**config.mk**
```make
export PLATFORM = sky130hd
export DESIGN_NAME = register_file_writeback
export DESIGN_NICKNAME = d
export VERILOG_FILES = /design/src/rtl/register_file_writeback_pkg.sv /design/src/rtl/pointer_incdec.sv /design/src/rtl/register_file_writeback.sv
export SDC_FILE = /design/constraint.sdc
export NUM_CORES = 1
export LEC_CHECK = 0
export ABC_AREA = 1
export CAP_MARGIN = 20
export CELL_PAD_IN_SITES_DETAIL_PLACEMENT = 1
export CELL_PAD_IN_SITES_GLOBAL_PLACEMENT = 1
export CORE_MARGIN = 1
export CORE_UTILIZATION = 47
export CTS_CLUSTER_DIAMETER = 120
export CTS_CLUSTER_SIZE = 20
export DETAILED_ROUTE_END_ITERATION = 8
export PLACE_DENSITY_LB_ADDON = 0.1
export SETUP_SLACK_MARGIN = 0.1
export SLEW_MARGIN = 20
export SYNTH_ARGS = -nofsm -noshare
export SYNTH_HDL_FRONTEND = slang
export SYNTH_SLANG_ARGS = --single-unit
export TNS_END_PERCENT = 10
```
**constraint.sdc**
```tcl
create_clock -name clk -period 3.39 [get_ports clk]
set_input_delay 0.678 -clock clk [delete_from_list [all_inputs] [get_ports clk]]
set_output_delay 0.678 -clock clk [all_outputs]
set_load 0.01 [all_outputs]
```
**src/rtl/register_file_writeback_pkg.sv**
```systemverilog
// Shared constants for the AVR register file: pointer pair locations and select/op encodings.
// Latency: none (constants only).
// Backpressure: none.
package register_file_writeback_pkg;

    localparam int X_LO = 26;
    localparam int Y_LO = 28;
    localparam int Z_LO = 30;

    localparam logic [1:0] PTR_SEL_X    = 2'b00;
    localparam logic [1:0] PTR_SEL_Y    = 2'b01;
    localparam logic [1:0] PTR_SEL_Z    = 2'b10;
    localparam logic [1:0] PTR_SEL_NONE = 2'b11;

    localparam logic [1:0] PTR_OP_HOLD     = 2'b00;
    localparam logic [1:0] PTR_OP_POST_INC = 2'b01;
    localparam logic [1:0] PTR_OP_PRE_DEC  = 2'b10;

    // True when the op modifies the pointer; 11 is an alias of hold.
    function automatic logic ptr_op_steps(input logic [1:0] op);
        return (op == PTR_OP_POST_INC) || (op == PTR_OP_PRE_DEC);
    endfunction

endpackage

```
**src/rtl/pointer_incdec.sv**
```systemverilog
// Pointer +/-1 unit: next pointer value and effective LD/ST address for the current op.
// Latency: purely combinational.
// Backpressure: none.
module pointer_incdec
    import register_file_writeback_pkg::*;
#(
    parameter int PW = 16
) (
    input  logic [PW-1:0] ptr,
    input  logic [1:0]    op,
    output logic [PW-1:0] next_ptr,
    output logic [PW-1:0] eff_addr
);

    logic [PW-1:0] ptr_inc;
    logic [PW-1:0] ptr_dec;

    // Modular arithmetic gives the 0xFFFF <-> 0x0000 wrap with no flag.
    assign ptr_inc = ptr + PW'(1);
    assign ptr_dec = ptr - PW'(1);

    always_comb begin
        next_ptr = ptr;
        eff_addr = ptr;
        case (op)
            PTR_OP_POST_INC: next_ptr = ptr_inc;
            PTR_OP_PRE_DEC: begin
                next_ptr = ptr_dec;
                eff_addr = ptr_dec;
            end
            default: ;
        endcase
    end

endmodule

```
**src/rtl/register_file_writeback.sv**
```systemverilog
// 32x8 AVR register file: byte/word write-back, two async read ports, X/Y/Z pointer unit.
// Latency: writes and pointer updates visible 1 cycle later; reads combinational (write-through if RF_WRITE_BYPASS_EN).
// Backpressure: none; every write and pointer op is accepted each cycle.
module register_file_writeback
    import register_file_writeback_pkg::*;
#(
    parameter int WIDTH    = 8,
    parameter int NUM_REGS = 32,
    parameter int ADDR_W   = 5
) (
    input  logic                 clk,
    input  logic                 reset,
    input  logic [ADDR_W-1:0]    rd_addr,
    input  logic [ADDR_W-1:0]    rr_addr,
    output logic [WIDTH-1:0]     rd_data,
    output logic [WIDTH-1:0]     rr_data,
    input  logic                 wr_en,
    input  logic                 wr_word,
    input  logic [ADDR_W-1:0]    wr_addr,
    input  logic [2*WIDTH-1:0]   wr_data,
    input  logic [1:0]           ptr_sel,
    input  logic [1:0]           ptr_op,
    output logic [2*WIDTH-1:0]   ptr_addr
);

    localparam int PW = 2 * WIDTH;

    logic [WIDTH-1:0]  regs [NUM_REGS];

    logic [ADDR_W-1:0] wa_lo;
    logic [ADDR_W-1:0] wa_hi;
    logic [ADDR_W-1:0] ptr_lo_idx;
    logic [ADDR_W-1:0] ptr_hi_idx;
    logic              ptr_vld;
    logic [PW-1:0]     ptr_cur;
    logic [PW-1:0]     ptr_next;
    logic [PW-1:0]     ptr_eff;
    logic              ptr_conflict;
    logic              ptr_upd;

    // Word writes always land on an even/odd pair.
    assign wa_lo = wr_word ? {wr_addr[ADDR_W-1:1], 1'b0} : wr_addr;
    assign wa_hi = {wa_lo[ADDR_W-1:1], 1'b1};

    always_comb begin
        ptr_vld    = 1'b1;
        ptr_lo_idx = '0;
        ptr_cur    = '0;
        case (ptr_sel)
            PTR_SEL_X: begin
                ptr_lo_idx = ADDR_W'(X_LO);
                ptr_cur    = {regs[X_LO+1], regs[X_LO]};
            end
            PTR_SEL_Y: begin
                ptr_lo_idx = ADDR_W'(Y_LO);
                ptr_cur    = {regs[Y_LO+1], regs[Y_LO]};
            end
            PTR_SEL_Z: begin
                ptr_lo_idx = ADDR_W'(Z_LO);
                ptr_cur    = {regs[Z_LO+1], regs[Z_LO]};
            end
            default: ptr_vld = 1'b0;
        endcase
    end

    assign ptr_hi_idx = {ptr_lo_idx[ADDR_W-1:1], 1'b1};

    pointer_incdec #(
        .PW(PW)
    ) u_ptr (
        .ptr      (ptr_cur),
        .op       (ptr_op),
        .next_ptr (ptr_next),
        .eff_addr (ptr_eff)
    );

    assign ptr_addr = ptr_vld ? ptr_eff : '0;

    // Any write into the selected pair (byte or word) shares its pair index; the write then owns the pair.
    assign ptr_conflict = wr_en && (wa_lo[ADDR_W-1:1] == ptr_lo_idx[ADDR_W-1:1]);
    assign ptr_upd      = ptr_vld && ptr_op_steps(ptr_op) && !ptr_conflict;

    always_ff @(posedge clk) begin
        if (reset) begin
            for (int i = 0; i < NUM_REGS; i++) begin
                regs[i] <= '0;
            end
        end else begin
            if (ptr_upd) begin
                regs[ptr_lo_idx] <= ptr_next[WIDTH-1:0];
                regs[ptr_hi_idx] <= ptr_next[PW-1:WIDTH];
            end
            if (wr_en) begin
                regs[wa_lo] <= wr_data[WIDTH-1:0];
                if (wr_word) begin
                    regs[wa_hi] <= wr_data[PW-1:WIDTH];
                end
            end
        end
    end

`ifdef RF_WRITE_BYPASS_EN
    // Write-through of register writes only; pointer updates still read the stored value.
    always_comb begin
        rd_data = regs[rd_addr];
        rr_data = regs[rr_addr];
        if (wr_en) begin
            if (rd_addr == wa_lo) begin
                rd_data = wr_data[WIDTH-1:0];
            end else if (wr_word && (rd_addr == wa_hi)) begin
                rd_data = wr_data[PW-1:WIDTH];
            end
            if (rr_addr == wa_lo) begin
                rr_data = wr_data[WIDTH-1:0];
            end else if (wr_word && (rr_addr == wa_hi)) begin
                rr_data = wr_data[PW-1:WIDTH];
            end
        end
    end
`else
    assign rd_data = regs[rd_addr];
    assign rr_data = regs[rr_addr];
`endif

endmodule

```
==> out/results.txt, run 1 <==
Hold-fix buffers at CTS = 0
Vias in the first global route = 19,400
Reg clk slew, reported paths = 0.09 ns
Post-DR wirelength/cell = 29.7 um
Congestion Overflow GR = 0
Worst Skew = 0.0285 ns
Synth area leaders = edfxtp_1 46%, nor2_1 9.6%, o21ai_0 9.6%
Min-delay worst type = in -> reg
Worst path max stage delay = 0.57 ns
Layout cells sized above 1 = 0.195
Max-slew violation count = 0
Area leader, netlist = edfxtp_1
Top cell type's share of synthesized area = 0.458
Mean post-synth cell area = 7.97 um2
Number of port buffers = 70
Post-synth net total = 2,153
Worst slew margin = 0.356
Post-Place Worst Slack = -0.805 ns
Max reg flops = 256
CTS Buf Count = 16
Die H = 191 um
Worst skew pair latency = 0.53 ns
Violations in the final reports = setup timing
H-tree depth = 1
Clk root buf = clkbuf_16
Switch Pwr = 2.51 mW
EDFF count, synth = 256
I/O pin count = 71
Final ANT Viol Nets = 0
Simple-gate area share of the yosys netlist = 0.219
Largest reg by FF count = regs
Hold Fails Final Rpt = 0
Synth Area in XOR/XNOR = 0.00209
Top cell by count, worst path = buf_4
Slew @ Worst Pin = 0.966 ns
Drt via density = 6.90
Commonest cells post-synth = 429 x nor2_1, 320 x o21ai_0, 256 x edfxtp_1
Residual DRC = 0
Critical path launch point type = input pin
Max-cap violation count = 0
Starting Density = 0.482
Synthesized area = 0.0168 mm2
Post-Synth Adder-Cell Area = 0.00821
Setup ws final = -0.0670 ns
Regs by FF count = regs: 256 flops
Pwr per Cell Area = 377 mW/mm2
Post-DP HPWL = 61.2 mm
Gr usage total = 0.454
Bufs on Longest Clock Path = 3
Cell variety after synth = 37
Largest net degree at the start of global routing = 36
DIE WIDTH = 191 um
Final setup viols = 1
Peak supply drop = 476 uV
Critical path type = in -> out
Drt pass-1 iters = 6
Sw Share = 0.324
P_int = 5.22 mW
Wire length after detailed routing = 82.8 mm
Fin crit share = 1.02
Placed Cells = 2,760
Seq cells post-synth = 256
Crit-path max FO = 15
Core area = 0.0348 mm2
Pleak = 7.81 nW
Final #Nets = 2,386
Post-synthesis compound-gate area fraction = 0.243
Initial antenna violation count = 3
CTS tree = built
Fin crit period = 3.46 ns
Crit path DAT = 2.78 ns
CP max stage cell = clkdlybuf4s50_1
Final GP Congestion = 1.02
Final non-filler cell total = 2,792
Synthesis-to-layout area growth = 22.4%
Total power = 7.73 mW
Site Rows = 68
Worst Setup End Kind = output port
First-pass GRT wire length = 121 mm
Die area = 0.0364 mm2
Top_reg_cell synth = edfxtp_1
Data required time of the critical path = 2.71 ns
Ys async rst share = 0
Comb power frac = 0.245
Yosys warnings = 0
Iteration-0 DRC count of the detailed router = 2,769
Mux share of post-synthesis cell area = 0
Critical-path cell list = buf_2, clkinvlp_4, buf_4, buf_12, buf_4, o21ai_0, o22ai_1, o21ai_1, a32oi_1, clkdlybuf4s50_1
Synth Instances = 2,103
Antenna cells = 0
Seq/Total Area, Yosys = 0.458
Clock network power share = 0.260
RSZ-0062 raised after global routing = true
Achievable frequency = 289 MHz
Clock Sink Count = 256
Sequential fraction of design power = 0.495
Status = finished with violations
Top-count cell post-synth = nor2_1
Largest family of logic cells by synthesized area = compound AO/OA/AOI/OAI gates
DR vias = 19,300
[layout by cell type, fill, tap and decap left out, types with 3 or more instances in the layout]
| cell | Yosys | routed |
|---|---|---|
| nor2_1 | 429 | 424 |
| o21ai_0 | 320 | 315 |
| buf_4 | 0 | 277 |
| edfxtp_1 | 256 | 256 |
| nand2_1 | 231 | 226 |
| o22ai_1 | 138 | 136 |
| nand3_1 | 129 | 117 |
| inv_1 | 115 | 110 |
| o221ai_1 | 96 | 91 |
| a21oi_1 | 67 | 64 |
| clkdlybuf4s50_1 | 0 | 32 |
| nand3_2 | 8 | 20 |
| buf_12 | 0 | 20 |
| nand2_2 | 16 | 19 |
| a31oi_1 | 17 | 17 |
| clkbuf_16 | 0 | 17 |
| nor2_2 | 14 | 16 |
| inv_2 | 12 | 15 |
| dlygate4sd2_1 | 0 | 15 |
| buf_2 | 11 | 13 |
| nand4_1 | 12 | 12 |
| o21ai_1 | 8 | 12 |
| a32oi_1 | 14 | 11 |
| nor2_4 | 6 | 9 |
| a21oi_2 | 5 | 8 |
| o211ai_1 | 8 | 8 |
| buf_6 | 6 | 8 |
| clkinv_1 | 6 | 7 |
| ha_1 | 11 | 7 |
| nor3_1 | 5 | 5 |
| o221ai_2 | 0 | 5 |
| nand2_4 | 2 | 4 |
| o21ai_2 | 3 | 4 |
| nand3b_1 | 4 | 4 |
| a32o_1 | 4 | 4 |
| a32oi_2 | 0 | 3 |
| dlymetal6s2s_1 | 0 | 3 |
[power by group through the flow]
stage | clock network (mW) | logic (mW) | registers [mW]
3_5_place_dp | 0 | 1.77 | 3.88
2_1_floorplan | 0 | 0.869 | 3.79
6_report | 2.01 | 1.89 | 3.83
3_3_place_gp | 0 | 1.72 | 3.87
4_1_cts | 1.97 | 1.82 | 3.81
5_1_grt | 2.08 | 1.97 | 3.83
[worst max-delay path, delay by kind of cell]
kind / cells / cell delay (ns)
AOI/OAI and AO/OA: 4 / 0.78
buffers and inverters: 6 / 1.30
[logic make-up (layout without fill, tap and decap cells)]
logic type      after synthesis  after routing
xor+xnor                      4              4
buf+inv                     291            525
fa+ha+maj                    11             11
flops                       256            256
compound gates              680            680
simple gates                861            861
[per-layer routing]
layer  track usage  routed length, um  up-vias
met5             0                 46        -
li1              -                  -     8056
met2         0.697              36400     1431
met1         0.571              30000     9381
met3         0.118              10400      399
met4         0.277               5990        6
[worst paths after layout]
path / to / cells after the start / slack (ns) / start
worst max-delay path: rr_data[0] / 10 / -0.07 / rr_addr[1]
worst min-delay path: regs[30][7] / 3 / 0.91 / wr_data[7]
worst max register to register: regs[4][6] / 14 / 0.72 / regs[26][1]
worst min register to register: regs[29][2] / 7 / 1.30 / regs[31][2]
[through the flow]
stage               hold WS [ns]  TNS [ns]  utilization  cell area, um2
global route               0.915    -0.140        0.590           20500
detailed placement          1.25    -23.28        0.568           19800
global placement            1.22    -15.72        0.568           19800
finish                     0.912   -0.0670        0.590           20500
CTS                        0.916   -0.0723        0.589           20500
floorplan                  0.864         0            -           16800
[cell type report]
type | instances | area (um2)
Multi-Input combinational cell | 1556 | 8140
Clock buffer | 17 | 425
Sequential cell | 256 | 7690
Fill cell | 4196 | 14300
Inverter | 133 | 505
Timing Repair Buffer | 373 | 3180
Tap cell | 455 | 569
Clock inverter | 2 | 7.51
[timing repair]
action,in CTS,in global routing
gates cloned,1,0
setup buffers,12,0
gates resized for setup,124,16
endpoints found under the setup margin,32,24
pin swaps,27,4
Note: power is estimated with default switching activity, not from simulation.
==> inputs of run 2 (changes only) <==
--- a/config.mk
+++ b/config.mk
@@ -10,7 +10,8 @@
 export CELL_PAD_IN_SITES_DETAIL_PLACEMENT = 1
 export CELL_PAD_IN_SITES_GLOBAL_PLACEMENT = 1
 export CORE_MARGIN = 1
-export CORE_UTILIZATION = 47
+export CORE_UTILIZATION = 48
+export CTS_BUF_LIST = sky130_fd_sc_hd__clkbuf_4 sky130_fd_sc_hd__clkbuf_8
 export CTS_CLUSTER_DIAMETER = 120
 export CTS_CLUSTER_SIZE = 20
 export DETAILED_ROUTE_END_ITERATION = 8
==> out/results.txt, run 2 (same netlist as run 1, synthesis figures left out) <==
Status = finished with violations
Violations in the final reports = DRC, setup timing
Initial antenna violation count = 1
Post-DR wirelength/cell = 30.0 um
Data required time of the critical path = 2.71 ns
Die area = 0.0357 mm2
Iteration-0 DRC count of the detailed router = 2,561
Post-DP HPWL = 61.3 mm
Top cell by count, worst path = o21ai_0
Wire length after detailed routing = 82.9 mm
Layout cells sized above 1 = 0.195
Congestion Overflow GR = 0
Drt via density = 6.95
Max-cap violation count = 0
Regs by FF count = regs: 256 flops
Placed Cells = 2,735
Commonest non-fill, non-tap cell in the layout = nor2_1
Worst Setup End Kind = output port
CTS tree = built
Clock Sink Count = 256
Sw Share = 0.339
Drt pass-1 iters = 8
I/O pin count = 71
Worst skew pair latency = 0.60 ns
Max-slew violation count = 0
Most frequent cells in the layout = 424 x nor2_1, 316 x o21ai_0, 256 x edfxtp_1
DIE WIDTH = 189 um
Final ANT Viol Nets = 0
CP max stage cell = clkdlybuf4s50_1
Placed cell area = 0.0197 mm2
First-pass GRT wire length = 122 mm
Max reg flops = 256
Total power = 7.36 mW
RSZ-0062 raised after global routing = true
Switch Pwr = 2.49 mW
Hold Fails Final Rpt = 0
Worst Skew = 0.0352 ns
Crit path DAT = 2.95 ns
Fill count = 4,177
Reg clk slew, reported paths = 0.13 ns
P_int = 4.87 mW
Pleak = 7.67 nW
Number of port buffers = 70
Site Rows = 68
Peak supply drop = 341 uV
Achievable frequency = 275 MHz
Synthesis-to-layout area growth = 22.0%
DR vias = 19,200
Critical-path cell list = buf_2, clkinv_1, buf_12, buf_4, o21ai_0, o22ai_1, o21ai_0, a32oi_1, clkdlybuf4s50_1
Comb power frac = 0.262
Layout Utilization = 0.594
Core area = 0.0345 mm2
Gr usage total = 0.459
Critical path launch point type = input pin
Slew @ Worst Pin = 0.937 ns
Fin crit period = 3.63 ns
Bufs on Longest Clock Path = 3
Vias in the first global route = 19,200
Die H = 189 um
Starting Density = 0.487
Clock network power share = 0.218
Pwr per Cell Area = 360 mW/mm2
Final GP Congestion = 1.05
Min-delay worst type = in -> reg
Fin crit share = 1.07
Clk root buf = clkbuf_8
H-tree depth = 1
Largest reg by FF count = regs
Final #Nets = 2,362
Worst path max stage delay = 0.62 ns
Worst slew margin = 0.374
Final setup viols = 4
Crit-path max FO = 20
Sequential fraction of design power = 0.520
Residual DRC = 1
CTS Buf Count = 16
Post-route setup TNS = -0.643 ns
Largest net degree at the start of global routing = 48
Setup ws final = -0.240 ns
Antenna cells = 0
Final instance area = 0.0205 mm2
Final non-filler cell total = 2,767
Critical path type = in -> out
-- run 2: changes by cell type in the layout (fill, tap and decap cells not counted), moves of 6 or more --
| cell | before | now |
|---|---|---|
| a21oi_2 | 8 | 15 |
| nand2_2 | 19 | 13 |
| clkbuf_8 | 0 | 17 |
| a32oi_2 | 3 | 9 |
| a32oi_1 | 11 | 5 |
| clkbuf_16 | 17 | 0 |
| buf_12 | 20 | 31 |
| a21oi_1 | 64 | 56 |
| buf_4 | 277 | 245 |
| nand2_4 | 4 | 12 |
-- run 2: area by class of cell --
class	count	area, um2	share of cell area
clock buffer	17	234	0.0114
clock inverter	1	30.0	0.00147
inverter	133	505	0.0247
multi-input combinational	1556	8300	0.406
sequential	256	7690	0.376
tap	455	569	0.0278
timing repair buffer	349	3130	0.153
-- run 2: what timing repair did --
item / CTS / global route
pin swaps: 26 / 19
setup endpoints to repair: 32 / 29
resized for setup: 127 / 40
endpoints found under the hold margin: 0 / 0
hold buffers: 0 / 0
setup buffers: 14 / 0
-- run 2: path summary, 6_finish.rpt --
kind	end	slack, ns	start	cells after the start
min reg2reg	regs[27][1]	1.29	regs[29][1]	7
max	rd_data[1]	-0.24	rd_addr[1]	9
min	regs[5][2]	0.83	wr_data[2]	3
max reg2reg	regs[27][3]	0.23	regs[26][0]	20
-- run 2: critical path, delay by kind of cell --
kind	cells	cell delay (ns)
buffers and inverters	5	1.31
AO/OA/AOI/OAI	4	0.95
-- run 2: per-layer routing --
metal,track usage,part of all wire,up-vias
li1,-,-,7986
met1,0.592,0.37,9331
met2,0.716,0.44,1526
met3,0.0999,0.13,396
met4,0.261,0.068,2
met5,0,0.00014,-
-- run 2: per-stage QoR --
step                hold WS, ns  worst slack, ns
detailed placement         1.22           -0.762
CTS                       0.821           -0.148
finish                    0.829           -0.240
floorplan                 0.864            0.402
global route              0.860           -0.210
global placement           1.22           -0.637
-- run 2: power by group through the flow --
stage,clock network (mW),registers [mW],logic (mW)
6_report,1.60,3.83,1.93
3_3_place_gp,0,3.87,1.71
5_1_grt,1.64,3.83,2.00
2_1_floorplan,0,3.79,0.869
3_5_place_dp,0,3.88,1.77
4_1_cts,1.58,3.81,1.82
==> inputs of run 3 (changes only) <==
--- a/config.mk
+++ b/config.mk
@@ -6,7 +6,6 @@
 export NUM_CORES = 1
 export LEC_CHECK = 0
 export ABC_AREA = 1
-export CAP_MARGIN = 20
 export CELL_PAD_IN_SITES_DETAIL_PLACEMENT = 1
 export CELL_PAD_IN_SITES_GLOBAL_PLACEMENT = 1
 export CORE_MARGIN = 1
==> constraint.sdc (replaced) <==
create_clock -name clk -period 3.4 [get_ports clk]
set_input_delay 0.68 -clock clk [delete_from_list [all_inputs] [get_ports clk]]
set_output_delay 0.68 -clock clk [all_outputs]
set_load 0.01 [all_outputs]
==> out/results.txt, run 3 (same netlist as run 1, synthesis figures left out) <==
Layout cells sized above 1 = 0.199
Pwr per Cell Area = 358 mW/mm2
Critical path type = in -> out
Final setup viols = 3
Commonest non-fill, non-tap cell in the layout = nor2_1
Slew @ Worst Pin = 1.01 ns
Vias in the first global route = 19,600
Status = finished with violations
RSZ-0062 raised after global routing = true
Site Rows = 68
Achievable frequency = 284 MHz
Min-delay worst type = in -> reg
Drt via density = 7.02
Residual DRC = 0
CTS tree = built
Final #Nets = 2,373
Gr usage total = 0.466
Crit path DAT = 2.84 ns
Final hold slack = 0.818 ns
Worst skew pair latency = 0.61 ns
Wire length after detailed routing = 84.2 mm
Final ANT Viol Nets = 0
Critical path launch point type = input pin
Data required time of the critical path = 2.72 ns
Reg clk slew, reported paths = 0.13 ns
Setup ws final = -0.116 ns
Iteration-0 DRC count of the detailed router = 2,657
Post-DP HPWL = 61.8 mm
DR vias = 19,500
I/O pin count = 71
Die H = 189 um
Bufs on Longest Clock Path = 3
First-pass GRT wire length = 123 mm
DIE WIDTH = 189 um
Pleak = 7.76 nW
Fin crit period = 3.52 ns
Hold-fix buffers at CTS = 0
Violations in the final reports = setup timing
Largest reg by FF count = regs
Worst Setup End Kind = output port
Regs by FF count = regs: 256 flops
Drt pass-1 iters = 6
Final GP Congestion = 0.991
H-tree depth = 1
Congestion Overflow GR = 0
Reg2reg setup slack = 0.11 ns
Number of port buffers = 70
Worst slew margin = 0.328
Initial antenna violation count = 0
Synthesis-to-layout area growth = 22.6%
Max-slew violation count = 0
Final non-filler cell total = 2,779
Starting Density = 0.487
Clk root buf = clkbuf_8
Largest net degree at the start of global routing = 47
Crit-path max FO = 32
Peak supply drop = 336 uV
Max-cap violation count = 0
Placed Cells = 2,740
CTS Buf Count = 16
Max reg flops = 256
Most frequent cells in the layout = 427 x nor2_1, 316 x o21ai_0, 257 x buf_4
Post-DR wirelength/cell = 30.3 um
Hold Fails Final Rpt = 0
Worst Skew = 0.0644 ns
Core area = 0.0345 mm2
Fin crit share = 1.03
Clock Sink Count = 256
Layout Utilization = 0.597
Die area = 0.0357 mm2
run 3: changes by cell type in the layout (fill, tap and decap cells not counted), moves of 4 or more:
cell	previous run	this run
nand2_4	12	8
buf_4	245	257
dlymetal6s2s_1	1	5
o221ai_2	3	8
o221ai_1	93	88
run 3: stage by stage:
stage	setup TNS (ns)	setup WS, ns	total power [mW]	cell area (um2)
finish	-0.229	-0.116	7.35	20600
global route	-0.486	-0.115	7.46	20600
global placement	-18.06	-0.681	5.58	19800
detailed placement	-25.83	-0.841	5.65	19800
CTS	-0.247	-0.0985	7.20	20400
floorplan	0	0.408	4.64	16800
run 3: final timing paths:
| check | start | endpoint | cells after the start |
|---|---|---|---|
| worst max register to register | regs[30][0] | regs[25][4] | 19 |
| worst min-delay path | wr_data[1] | regs[5][1] | 3 |
| worst min register to register | regs[29][7] | regs[31][7] | 6 |
| worst max-delay path | rr_addr[0] | rr_data[6] | 9 |
run 3: repair_timing:
action / in CTS / in global routing
resized for setup: 128 / 34
endpoints found under the hold margin: 0 / 0
buffers inserted: 20 / 0
pin swaps: 34 / 10
endpoints found under the setup margin: 32 / 37
run 3: area by class of cell:
class	instances	area, um2
Clock inverter	1	30.0
Sequential cell	256	7690
Antenna cell	1	2.50
Multi-Input combinational cell	1556	8310
Inverter	133	505
Fill cell	4173	13900
Timing Repair Buffer	360	3220
Clock buffer	17	234
Tap cell	455	569
run 3: layer usage:
layer / up-vias / GRT usage / share of wire / wire [um]
li1: 8022 / - / - / -
met1: 9416 / 0.590 / 0.36 / 30000
met2: 1642 / 0.730 / 0.44 / 37200
met3: 417 / 0.114 / 0.13 / 11200
met4: 0 / 0.264 / 0.068 / 5730
met5: - / 0 / 0 / 0
run 3: report_power, final:
group / internal (mW) / total, mW / switching (mW) / leakage [nW]
clock: 0.532 / 1.59 / 1.05 / 0.136
sequential: 3.65 / 3.82 / 0.172 / 2.51
combinational: 0.680 / 1.94 / 1.26 / 5.12
run 3: worst max-delay path: stages:
cell and delay [ns]:
buf_4 0.18, clkinv_2 0.13, buf_12 0.19, o21ai_0 0.20, o221ai_1 0.14, buf_4 0.18
a31oi_1 0.44, a32oi_2 0.14, clkdlybuf4s50_1 0.52
